File: config.mk
export PLATFORM = sky130hd
export DESIGN_NAME = can_bit_timing
export DESIGN_NICKNAME = d
export VERILOG_FILES = /design/src/rtl/can_pkg.sv /design/src/rtl/can_rx_sync.sv /design/src/rtl/can_bit_timing.sv
export SDC_FILE = /design/constraint.sdc
export NUM_CORES = 1
export LEC_CHECK = 0
export CAP_MARGIN = 10
export CORE_ASPECT_RATIO = 0.6
export CORE_MARGIN = 1
export CORE_UTILIZATION = 35
export DETAILED_ROUTE_END_ITERATION = 7
export GPL_ROUTABILITY_DRIVEN = 0
export HOLD_SLACK_MARGIN = 0.1
export PLACE_DENSITY = 0.56
export SLEW_MARGIN = 20
export SYNTH_ARGS = -nofsm -noshare
export SYNTH_HDL_FRONTEND = slang
export SYNTH_SLANG_ARGS = --single-unit
File: constraint.sdc
create_clock -name clock -period 5.9 [get_ports clock]
set_input_delay 0.59 -clock clock [delete_from_list [all_inputs] [get_ports clock]]
set_output_delay 0.59 -clock clock [all_outputs]
set_load 0.05 [all_outputs]
File: src/rtl/can_pkg.sv
// rtl/can_pkg.sv - shared widths, defaults and segment encoding for the CAN bit timing block
package can_pkg;
    localparam int DEF_BRP_W       = 6;
    localparam int DEF_SYNC_STAGES = 2;
    localparam int DEF_IDLE_BITS   = 11;
    localparam int TSEG1_W         = 4;
    localparam int TSEG2_W         = 3;
    localparam int SJW_W           = 2;
    localparam int SEG_CNT_W       = 5;

    typedef enum logic [1:0] {
        SYNC_SEG = 2'd0,
        TSEG1    = 2'd1,
        TSEG2    = 2'd2
    } seg_e;
endpackage

File: src/rtl/can_rx_sync.sv
// rtl/can_rx_sync.sv - CAN RX pin synchroniser with recessive-to-dominant edge pulse
module can_rx_sync #(
    parameter int STAGES = 2
) (
    input  logic clock,
    input  logic reset,
    input  logic can_rx,
    output logic rx_s,
    output logic rx_fall
);
    logic [STAGES-1:0] chain;
    logic              rx_prev;

    // The bus idles recessive, so the chain resets to 1 to avoid a false edge after reset.
    always_ff @(posedge clock) begin
        if (reset) begin
            chain   <= '1;
            rx_prev <= 1'b1;
        end else begin
            chain   <= {chain[STAGES-2:0], can_rx};
            rx_prev <= chain[STAGES-1];
        end
    end

    assign rx_s    = chain[STAGES-1];
    assign rx_fall = rx_prev & ~rx_s;
endmodule

File: src/rtl/can_bit_timing.sv
// rtl/can_bit_timing.sv - CAN bit timing, hard/soft synchronisation and bit sampling front end
module can_bit_timing
    import can_pkg::*;
#(
    parameter int BRP_W       = DEF_BRP_W,
    parameter int SYNC_STAGES = DEF_SYNC_STAGES,
    parameter int IDLE_BITS   = DEF_IDLE_BITS
) (
    input  logic               clock,
    input  logic               reset,
    input  logic               can_rx,
    input  logic [BRP_W-1:0]   cfg_brp,
    input  logic [TSEG1_W-1:0] cfg_tseg1,
    input  logic [TSEG2_W-1:0] cfg_tseg2,
    input  logic [SJW_W-1:0]   cfg_sjw,
    output logic               rx_bit,
    output logic               sample_point,
    output logic               bit_start,
    output logic               bus_idle
);
    localparam int                IDLE_W   = $clog2(IDLE_BITS + 1);
    localparam logic [IDLE_W-1:0] IDLE_MAX = IDLE_W'(IDLE_BITS);

    logic                 rx_s;
    logic                 rx_fall;
    logic [BRP_W-1:0]     brp_l, brp_cnt, brp_cnt_n;
    logic [TSEG1_W-1:0]   tseg1_l;
    logic [TSEG2_W-1:0]   tseg2_l, t2_eff, t2_n, t2_rem;
    logic [SJW_W-1:0]     sjw_l;
    logic [2:0]           sjw_tq, ext;
    logic [SEG_CNT_W-1:0] seg_cnt, seg_cnt_n, t1_eff, t1_n, phase_err;
    logic [IDLE_W-1:0]    idle_cnt, idle_n;
    seg_e                 seg, seg_n;
    logic                 resync_done, done_n;
    logic                 tq_tick, honoured, jump, take_sample, enter_sync;

    can_rx_sync #(.STAGES(SYNC_STAGES)) u_rx_sync (
        .clock   (clock),
        .reset   (reset),
        .can_rx  (can_rx),
        .rx_s    (rx_s),
        .rx_fall (rx_fall)
    );

    assign tq_tick   = (brp_cnt == brp_l);
    assign honoured  = rx_fall & rx_bit & ~resync_done;
    assign sjw_tq    = {1'b0, sjw_l} + 3'd1;
    assign phase_err = seg_cnt + 5'd1;
    assign ext       = (phase_err > {2'b00, sjw_tq}) ? sjw_tq : phase_err[2:0];
    assign t2_rem    = t2_eff - seg_cnt[2:0];
    assign idle_n    = !rx_s ? '0 : (idle_cnt == IDLE_MAX) ? idle_cnt : idle_cnt + 1'b1;

    always_comb begin
        seg_n       = seg;
        seg_cnt_n   = seg_cnt;
        brp_cnt_n   = tq_tick ? '0 : brp_cnt + 1'b1;
        t1_n        = t1_eff;
        t2_n        = t2_eff;
        done_n      = resync_done;
        jump        = 1'b0;
        take_sample = 1'b0;
        enter_sync  = 1'b0;

        if (honoured) begin
            done_n = 1'b1;
            if (bus_idle) begin
                jump = 1'b1;
                t1_n = {1'b0, tseg1_l};
                t2_n = tseg2_l;
            end else if (seg == TSEG1) begin
                t1_n = {1'b0, tseg1_l} + {2'b00, ext};
            end else if (seg == TSEG2) begin
                if (t2_rem <= sjw_tq) jump = 1'b1;
                else                  t2_n = t2_eff - sjw_tq;
            end
        end

        // A repositioning edge overrides the tick; length adjustments feed this cycle's compare.
        if (jump) begin
            seg_n     = TSEG1;
            seg_cnt_n = '0;
            brp_cnt_n = '0;
        end else if (tq_tick) begin
            case (seg)
                SYNC_SEG: begin
                    seg_n     = TSEG1;
                    seg_cnt_n = '0;
                end
                TSEG1: begin
                    if (seg_cnt == t1_n) begin
                        seg_n       = TSEG2;
                        seg_cnt_n   = '0;
                        take_sample = 1'b1;
                    end else begin
                        seg_cnt_n = seg_cnt + 5'd1;
                    end
                end
                TSEG2: begin
                    if (seg_cnt == {2'b00, t2_n}) begin
                        seg_n      = SYNC_SEG;
                        seg_cnt_n  = '0;
                        enter_sync = 1'b1;
                    end else begin
                        seg_cnt_n = seg_cnt + 5'd1;
                    end
                end
                default: seg_n = SYNC_SEG;
            endcase
        end
    end

    always_ff @(posedge clock) begin
        if (reset) begin
            brp_l        <= cfg_brp;
            tseg1_l      <= cfg_tseg1;
            tseg2_l      <= cfg_tseg2;
            sjw_l        <= cfg_sjw;
            t1_eff       <= {1'b0, cfg_tseg1};
            t2_eff       <= cfg_tseg2;
            seg          <= SYNC_SEG;
            seg_cnt      <= '0;
            brp_cnt      <= '0;
            resync_done  <= 1'b0;
            rx_bit       <= 1'b1;
            sample_point <= 1'b0;
            bit_start    <= 1'b0;
            idle_cnt     <= IDLE_MAX;
            bus_idle     <= 1'b1;
        end else begin
            seg          <= seg_n;
            seg_cnt      <= seg_cnt_n;
            brp_cnt      <= brp_cnt_n;
            sample_point <= take_sample;
            bit_start    <= enter_sync;
            if (enter_sync) begin
                brp_l       <= cfg_brp;
                tseg1_l     <= cfg_tseg1;
                tseg2_l     <= cfg_tseg2;
                sjw_l       <= cfg_sjw;
                t1_eff      <= {1'b0, cfg_tseg1};
                t2_eff      <= cfg_tseg2;
                resync_done <= 1'b0;
            end else begin
                t1_eff      <= t1_n;
                t2_eff      <= t2_n;
                resync_done <= done_n;
            end
            if (take_sample) begin
                rx_bit   <= rx_s;
                idle_cnt <= idle_n;
                bus_idle <= (idle_n == IDLE_MAX);
            end
        end
    end
endmodule

==> run summary <==
In this run the register-to-register setup slack is 0.63 ns. By startpoint and endpoint, the worst setup path is classified as reg -> reg. After the first detailed-routing iteration, the DRC count stood at 205. The core region is 7950 um^2. The highest cell delay on the worst timing path was 0.64 ns. Counting flops with an async set or reset pin after synthesis yields a share of 0%. The share of synthesized area in the top cell type comes to 22.8%. After Yosys synthesis, XOR and XNOR cells account for 6.66% of the synthesized area. The transition time of the tightest slew-check pin came out at 0.828 ns.

The clock network is responsible for 36.1% of the overall power. The worst path meets setup with 0.631 ns of slack. Dividing the detail-routed via count by the number of cells gives 5.23. The total power after layout was 0.000784 W; the share of the yosys chip area belonging to registers was 38.4%. Summing the areas of all compound-gate instances in the mapped netlist gives 14.6% of the synthesized area.

Of the total power, combinational logic draws 16.3%. The leakage power is 1.29 nW, and the count of final max-slew check failures is 0. In the final layout, the share of cells above drive strength 1 is 8.18%. For this run, global-route usage on met2 was measured as 18.9%. Measured along the x axis, the die boundary spans 119 um. In this run, post-CTS repair resized a total of 0 instances. TritonCTS built the clock tree. From synthesis to final layout, the design area changed by 14.0%.

The worst setup path is captured at a flip-flop. The critical path goes through ha_1, xor2_1, ha_1, a21oi_1, a31oi_1, nor4_1, mux2i_1, ha_1, inv_1, fa_1, xnor2_1, nor3_1, o31a_1, a211oi_1, nor4_2, nand4_2, or2_1, o32ai_1. Setup repair after global routing left no endpoint under its margin. The flow ran to the end, and the final reports show no timing, DRC or antenna violations. The met3 track utilization from global routing is 4.17%, and the number of port buffers is 21. In this run, synthesis produced a sequential element count of 48.

Largest clock skew in the final design: 0.00399 ns. Global routing consumed, over all layers together, 15.9% of the routing resources. The die outline area is 8650 um^2, and the half-perimeter wire length after detailed placement is 4740 um. The total overflow left after global routing is 0. The initial utilization of the core area, before any placement, comes to 36.4%.

The total detailed-routing wirelength was 6430 um; the CTS clock-pin slew for the worst setup and hold paths was 0.06 ns. The highest clock rate is 190 MHz. Combinational family with the most area after synthesis: simple AND/OR/NAND/NOR gates.

The tools report the total vias in the final route as 2226. The portion of synthesized area spent on multiplexers is 2.94%. The tools report the arrival time reported for the critical path endpoint as 5.46 ns. For the proportion of power drawn by flip-flops and latches, the log shows 47.6%. 22 I/O pins were placed. Setup violations remaining at the end of the flow were counted as 0.

The clock root buffer was clkbuf_16. The total clock sinks was 48. The average detailed-routed wire length per instance came out at 15.1 um.

The worst slew margin relative to its limit came out at 44.3%. For this run, the post-layout net count is 357. The run gives 0 as the count of yosys warnings during synthesis.

Global routing used 25.6% of the available met1 tracks. The final non-filler cell area is 3300 um^2, and the synthesized netlist net count is 339. The number of different library cells in the post-synthesis netlist is 68, and the number of antenna violations at the first check in global routing is 0. Data on the critical path is required at its endpoint by 6.10 ns. In the finished design, the share of the clock period the worst path needs comes to 89.3%. The final period demand of the worst path works out to 5.27 ns.

Clock latency on the worst-skew pair, taken at its later pin, is 0.29 ns. The type of the tightest min-delay check is reg -> reg. By area the synthesized netlist is led by dfxtp_1, edfxtp_1, ha_1. The chip height was 72.4 um; the synthesized area divided by synthesized cell count was 9.68 um^2. The slowest cell on the critical path is nor4_1. The share of total power consumed by net switching came out at 26.8%. The tools report the total number of H-tree levels as 2. Hold is met by 0.414 ns.

The internal portion of the total power is 0.000574 W. The fraction of the mapped netlist area in simple logic gates came out at 20.1%. Yosys mapped a number of flops with a built-in enable equal to 15. Once the clock tree was built, the setup fixing pass inserted 0 buffers. In this run, post-CTS hold repair placed 0 buffers. Once placement finished, the instance area stood at 3160 um^2. The commonest cells after synthesis are dfxtp_1, inv_1, nand3_1, ha_1, nand2_1. The first TritonRoute pass finished after 4 iterations.

The tools report the DRC violation count after routing as 0. The number of clock buffers added by TritonCTS is 5. The gate count of the mapped netlist is 299, and the largest buffer count on any clock path is 2.

The number of global-route vias before repair was 1968; the total power divided by cell area was 238 nW/um^2. Summing every instance area after synthesis gives 2890 um^2. The category of the worst setup path launch point is a flip-flop. The logs give 0 for the number of nets still failing antenna checks after routing and 10300 um for the global-route wire length before repair. IR analysis of the VDD net gives a maximum drop of 0.000100 V.

Across the run, the number of max-cap violations was 0. The repair_antennas step left the layout with diodes totalling 0. The largest fanout of any net on the critical path works out to 10. The cell with the most instances after synthesis was dfxtp_1. Cell with the most instances on the worst path: ha_1. The total negative setup slack came out at 0 ns. Largest area contributor in the synthesized netlist: dfxtp_1.

The logs give 0.000210 W for the total net switching power and 25 for the row count. The arithmetic-cell share of the synthesized area counting full adders, half adders and majority gates was 10.3%. The routing layer with the top usage in global route was met1. Before CTS, the worst setup slack after placement is 0.736 ns. Entering global routing, the biggest net connects 21 pins. The most used flip-flop cell after synthesis is dfxtp_1.

The tools report the number of hold violations in the final report as 0.
-- power by group through the flow --
stage | Combinational [W] | Sequential [W] | Clock [W]
floorplan | 0.0000938 | 0.000376 | 0
global placement | 0.000127 | 0.000380 | 0
detailed placement | 0.000126 | 0.000380 | 0
CTS | 0.000127 | 0.000373 | 0.000289
global route | 0.000144 | 0.000375 | 0.000304
finish | 0.000128 | 0.000373 | 0.000283
-- through the flow --
stage | utilization (%) | std cells
after global routing | 41.5 | 426
after global placement | 39.7 | 418
after floorplan | - | 299
after CTS | 41.5 | 426
final | 41.5 | 426
after detailed placement | 39.7 | 418
-- path summary, 6_finish.rpt --
path                                      start                            end  cells past startpoint
setup / recovery        seg_cnt[0]$_SDFFE_PP0P_       idle_cnt[2]$_SDFFE_PP0P_                     18
hold / removal    u_rx_sync.chain[0]$_SDFF_PP1_  u_rx_sync.chain[1]$_SDFF_PP1_                      1
setup reg to reg        seg_cnt[0]$_SDFFE_PP0P_       idle_cnt[2]$_SDFFE_PP0P_                     18
hold reg to reg   u_rx_sync.chain[0]$_SDFF_PP1_  u_rx_sync.chain[1]$_SDFF_PP1_                      1
-- layout make-up --
class	count	area (um^2)
repair buffers	23	225
inverters	26	97.6
clock buffers	5	125
clock inverters	3	18.8
fillers	800	4650
well taps	108	135
flip-flops and latches	48	1110
multi-input cells	213	1590
-- per-layer routing --
layer  wire [um]  up-vias
li1            -     1123
met3         515        7
met1        3530     1027
met4          87        0
met2        2300       69
met5           0        -
-- logic make-up (layout without fill, tap and decap cells) --
| logic type | after synthesis | in the layout |
|---|---|---|
| buf+inv | 38 | 57 |
| mux | 8 | 8 |
| xor+xnor | 22 | 22 |
| fa+ha+maj | 22 | 22 |
| flops | 48 | 48 |
| compound gates | 58 | 58 |
| simple gates | 103 | 103 |
-- flip-flops by register name, summed over array words and instances (netlist names) --
signal,flops
resync_done,1
bit_start,1
idle_cnt,4
sample_point,1
t1_eff,5
u_rx_sync.chain,2
brp_l,6
brp_cnt,6
t2_eff,3
bus_idle,1
sjw_l,2
u_rx_sync.rx_prev,1
tseg2_l,3
rx_bit,1
tseg1_l,4
seg,2
seg_cnt,5
-- critical path, delay by kind of cell (launching register included) --
| kind | cells | cell delay [ns] |
|---|---|---|
| compound gates | 5 | 0.69 |
| xor+xnor | 2 | 0.40 |
| fa+ha+maj | 4 | 1.19 |
| buf+inv | 1 | 0.06 |
| flops | 1 | 0.56 |
| mux | 1 | 0.31 |
| simple gates | 5 | 1.96 |
-- placed cells by master, fill, tap and decap left out, types with 4 or more instances in the layout --
cell             count
a21oi_1             13
clkbuf_16            5
clkdlybuf4s50_1     21
dfxtp_1             33
edfxtp_1            15
ha_1                19
inv_1               26
mux2_2               4
mux2i_1              4
nand2_1             19
nand3_1             22
nor2_1              17
nor2b_1              5
nor3_1               9
o21ai_0              7
xnor2_1             16
xor2_1               6
No activity file was read; power rests on OpenSTA's default activity.
